$ cat src/rtl/pal_cfg_loader.sv
// Configuration writer for the PAL fabric.
// Accepts configuration bytes over a valid/ready handshake and serialises
// them MSB-first onto the PAL configuration shift chain, one bit per clock,
// qualified by CFG_SHIFT_EN. Exactly SR_LEN bits are shifted per load.
module pal_cfg_loader #(
  parameter int N = 8,
  parameter int M = 8,
  parameter int P = 8
) (
  input  logic       CLK,
  input  logic       RES_N,
  input  logic       START,
  input  logic [7:0] DATA_IN,
  input  logic       DATA_VALID,
  output logic       DATA_READY,
  output logic       CFG_OUT,
  output logic       CFG_SHIFT_EN,
  output logic       BUSY,
  output logic       DONE
);

  localparam int SR_LEN = 2*N*P + P*M;
  localparam int NBYTES = (SR_LEN + 7) / 8;
  localparam int BW     = $clog2(SR_LEN + 1);
  localparam int CW     = $clog2(NBYTES + 1);

  localparam logic [1:0] S_IDLE   = 2'd0;
  localparam logic [1:0] S_LOAD   = 2'd1;
  localparam logic [1:0] S_FINISH = 2'd2;

  logic [1:0]    state;
  logic [7:0]    shreg;
  logic [3:0]    rem;
  logic [7:0]    hold;
  logic          hold_full;
  logic [BW-1:0] bit_cnt;
  logic [CW-1:0] byte_cnt;

  logic in_load;
  logic shift_en;
  logic take;
  logic last_bit;

  // Handshake, shift qualification and status decode
  always_comb begin
    in_load      = (state == S_LOAD);
    shift_en     = in_load && (rem != 4'd0);
    DATA_READY   = in_load && !hold_full && (byte_cnt < CW'(NBYTES));
    take         = DATA_VALID && DATA_READY;
    last_bit     = shift_en && (bit_cnt == BW'(SR_LEN - 1));
    CFG_SHIFT_EN = shift_en;
    CFG_OUT      = shift_en & shreg[7];
    BUSY         = in_load;
    DONE         = (state == S_FINISH);
  end

  // Control FSM, byte buffering and serialiser
  always_ff @(posedge CLK) begin
    if (!RES_N) begin
      state     <= S_IDLE;
      shreg     <= '0;
      rem       <= '0;
      hold      <= '0;
      hold_full <= 1'b0;
      bit_cnt   <= '0;
      byte_cnt  <= '0;
    end else begin
      case (state)
        S_IDLE: begin
          if (START) begin
            state     <= S_LOAD;
            rem       <= '0;
            hold_full <= 1'b0;
            bit_cnt   <= '0;
            byte_cnt  <= '0;
          end
        end
        S_LOAD: begin
          if (take)
            byte_cnt <= byte_cnt + CW'(1);
          if (shift_en)
            bit_cnt <= bit_cnt + BW'(1);
          if (last_bit) begin
            // Leftover low bits of a partial final byte are dropped here.
            state     <= S_FINISH;
            rem       <= '0;
            hold_full <= 1'b0;
            shreg     <= '0;
          end else if (rem == 4'd0) begin
            // Serialiser idle: refill from the buffer, or take the incoming
            // byte directly so its first bit appears on the next cycle.
            if (hold_full) begin
              shreg     <= hold;
              rem       <= 4'd8;
              hold_full <= 1'b0;
            end else if (take) begin
              shreg <= DATA_IN;
              rem   <= 4'd8;
            end
          end else begin
            if (rem == 4'd1 && hold_full) begin
              shreg     <= hold;
              rem       <= 4'd8;
              hold_full <= 1'b0;
            end else begin
              shreg <= {shreg[6:0], 1'b0};
              rem   <= rem - 4'd1;
            end
            if (take) begin
              hold      <= DATA_IN;
              hold_full <= 1'b1;
            end
          end
        end
        S_FINISH: state <= S_IDLE;
        default:  state <= S_IDLE;
      endcase
    end
  end

endmodule

$ cat config.mk
export PLATFORM = sky130hd
export DESIGN_NAME = pal_cfg_loader
export DESIGN_NICKNAME = d
export VERILOG_FILES = /design/src/rtl/pal_cfg_loader.sv
export SDC_FILE = /design/constraint.sdc
export NUM_CORES = 1
export LEC_CHECK = 0
export ABC_AREA = 0
export ABC_CLOCK_PERIOD_IN_PS = 2200
export CORE_ASPECT_RATIO = 0.7
export CORE_MARGIN = 5
export CORE_UTILIZATION = 40
export DETAILED_ROUTE_END_ITERATION = 10
export DONT_BUFFER_PORTS = 1
export GPL_TIMING_DRIVEN = 0
export PLACE_DENSITY = 0.53
export SLEW_MARGIN = 0
export SYNTH_ARGS = -nofsm -noshare
export SYNTH_HDL_FRONTEND = slang
export SYNTH_SLANG_ARGS = --single-unit
export TNS_END_PERCENT = 10
$ cat constraint.sdc
create_clock -name CLK -period 2.2 [get_ports CLK]
set_input_delay 0.44 -clock CLK [delete_from_list [all_inputs] [get_ports CLK]]
set_output_delay 0.44 -clock CLK [all_outputs]
set_load 0.05 [all_outputs]
==> metrics.cfg <==
[outcome]
status=finished clean

[worst_setup_path]
path_buf_inv=1
critPathSlowestCell=or3b_1
cp_data_required_time_ns=1.76
rr_startpoint=rem[0]$_SDFFE_PN0P_
reg2reg_depth=7
r2r_end=shreg[2]$_SDFFE_PN0P_
crit_arrival_ns=1.66
r2r_slack_ns=0.18
path_max_fanout=9
start_kind=register
crit_chain=inv_1, ha_4, or3b_1, and3_4
max_stage_delay_ns=0.43
cp_top_family=simple AND/OR/NAND/NOR gates
endpoint_kind=output pin
path_class=register to output pin

[synthesis]
synth_cell_type_count=52
netlist_top_cells_area=dfxtp_1, nand2_1, mux2i_1
synth_top_family_by_area=simple AND/OR/NAND/NOR gates
synth_area_um2=1810
synth-seq-cells=36
synth-edff-count=0
synth_warnings=0
synthSimpleGateAreaFrac_pct=27.4
synth_xor_xnor_area_share_pct=2.41
synth_top_area_share_pct=39.7
synthAdderAreaFrac_pct=3.45
postSynthAreaPerCell_um2=8.48
synth.area.mux_share_pct=4.41
synth_compound_area_share_pct=18.8
synthArstFlopShare_pct=0
synthCells=214
syn_nets=231
synth_flop_cell=dfxtp_1
yosys.area.top_type=dfxtp_1
synth_seq_area_share_pct=39.7

[route]
route.vias.total=1582
drc=0
drt-wirelength-per-cell_um=15.3
firstDrtPassIters=4
drtIter0Drc=76
routed_wl_um=4240
ant_nets=0
viasPerCell=5.71

[clock_tree]
clock_latency_ns=0.28
numCtsBuffers=5
cts_max_level=2
post_cts_buffers=0
path_clk_slew_ns=0.07
cts.sinks=36
cts_tree=built
cts_buffer_depth=2
cts-root-buf=clkbuf_8

[layout]
drive_above_1_share_pct=10.4
areaGrowthSynthToFinish_pct=10.6
diodes=0
fin_util_pct=46.1
nets=238
ff_latch_area_um2=721
most-common-layout-cells=nand2_1, dfxtp_1, nor2_1, a21oi_1
multiInputGateArea_um2=1060
layout_commonest_cell=nand2_1
fillCellCount=434

[hold_path]
holdPathStages=2
min_to=hold[0]$_SDFFE_PN0P_
hold_path_class=input port to register
worst_hold_startpoint=DATA_IN[0]

[timing]
fin_worst_skew_ns=0.00691
slew_headroom_pct=37.6
period_share_pct=95.3
drv_slew=0
rsz0062_at_grt=no
finalSetupViolations=0
setup_ws_ns=0.103
hold_viol=0
tightest_slew_ns=0.935
clock.fmax_mhz=477
timing.final.crit_period_ns=2.10

[placement]
portBuffers=0
pre_cts_slack_ns=-0.00837
dpl.hpwl_um=3160
gp_congestion=0.787

[global_routing]
top_usage_layer=met2
use_met1_pct=20.7
grt_pass1_wl_um=7220
antenna_found_initial=0
grt_use_met3_pct=5.12
grt-ovfl-total=0
grt_pass1_vias=1484
grt_max_degree=11
grt_usage_pct=15.0
use_met2_pct=22.6

[floorplan]
ios=17
row_count=20
die_area_um2=6000
fp.dieW_um=90.5
start_util_pct=41.7
die_y_um=66.3
core_region_area_um2=4350

[power]
leakage_uw=0.000744
worst_ir_drop_vdd_uv=368
power.density_nw_per_um2=686
finalPower_uw=1380

[job]
drv_cap=0

power breakdown:
| group | total [uW] | leakage, uW | switching [uW] | internal [uW] |
|---|---|---|---|---|
| clock network | 475 | 0.0000455 | 220 | 255 |
| registers | 686 | 0.000291 | 15.6 | 670 |
| logic | 216 | 0.000408 | 141 | 75.5 |
worst max-delay path by stage:
stage	endpoint	from	depth (start not counted)	slack, ns
after global routing	shreg[6]$_SDFFE_PN0P_	rem[1]$_SDFFE_PN0P_	6	0.02
after CTS	CFG_SHIFT_EN	rem[0]$_SDFFE_PN0P_	4	0.04
after floorplan	CFG_SHIFT_EN	rem[0]$_SDFFE_PN0P_	4	0.20
final	CFG_OUT	rem[0]$_SDFFE_PN0P_	4	0.10
after global placement	CFG_OUT	state[1]$_SDFFE_PN0P_	3	0.003
after detailed placement	CFG_OUT	state[1]$_SDFFE_PN0P_	3	-0.008
through the flow:
stage	instance area [um2]	setup TNS (ns)	hold slack, ns	cells
4_1_cts	1990	0	0.293	277
3_5_place_dp	1880	-0.00969	0.446	269
2_1_floorplan	1810	0	0.417	214
3_3_place_gp	1880	0	0.430	269
6_report	2010	0	0.296	277
5_1_grt	2010	0	0.294	277
flip-flops by register name (all words and copies together) (netlist names):
name	flops
bit_cnt	8
byte_cnt	5
rem	4
hold_full	1
shreg	8
hold	8
state	2
area by class of cell:
class	count	area share, %
buffer	10	2.62
sequential	36	35.9
clock buffer	8	4.49
inverter	4	0.873
multi-input combinational	164	52.7
tap	55	3.43
repair_timing:
item,CTS,global route
resized for setup,7,3
endpoints found under the setup margin,3,2
hold buffers,0,0
routing by layer:
| metal | wire [um] | vias to the layer above |
|---|---|---|
| met5 | 0 | - |
| met4 | 34 | 0 |
| met3 | 224 | 5 |
| met2 | 1770 | 32 |
| met1 | 2210 | 755 |
| li1 | - | 790 |
cell families (layout without fill, tap and decap cells):
group,after synthesis,in the layout
compound gates,48,48
xor+xnor,5,5
fa+ha+maj,5,5
buf+inv,14,22
flops,36,36
mux,8,8
simple gates,98,98
synthesized netlist by cell type (all sizes together) (3+ instances only):
library cell and n:
nand2b 3, mux2i 8, nor3 6, o31ai 8, nor2 18, buf 5, nor3b 3, ha 5
xor2 3, nand2 38, o22ai 8, nand3 5, nand4 5, inv 3, clkbuf 5, dfxtp 36
o21ai 8, a21oi 10
Note: power is estimated with default switching activity, not from simulation.
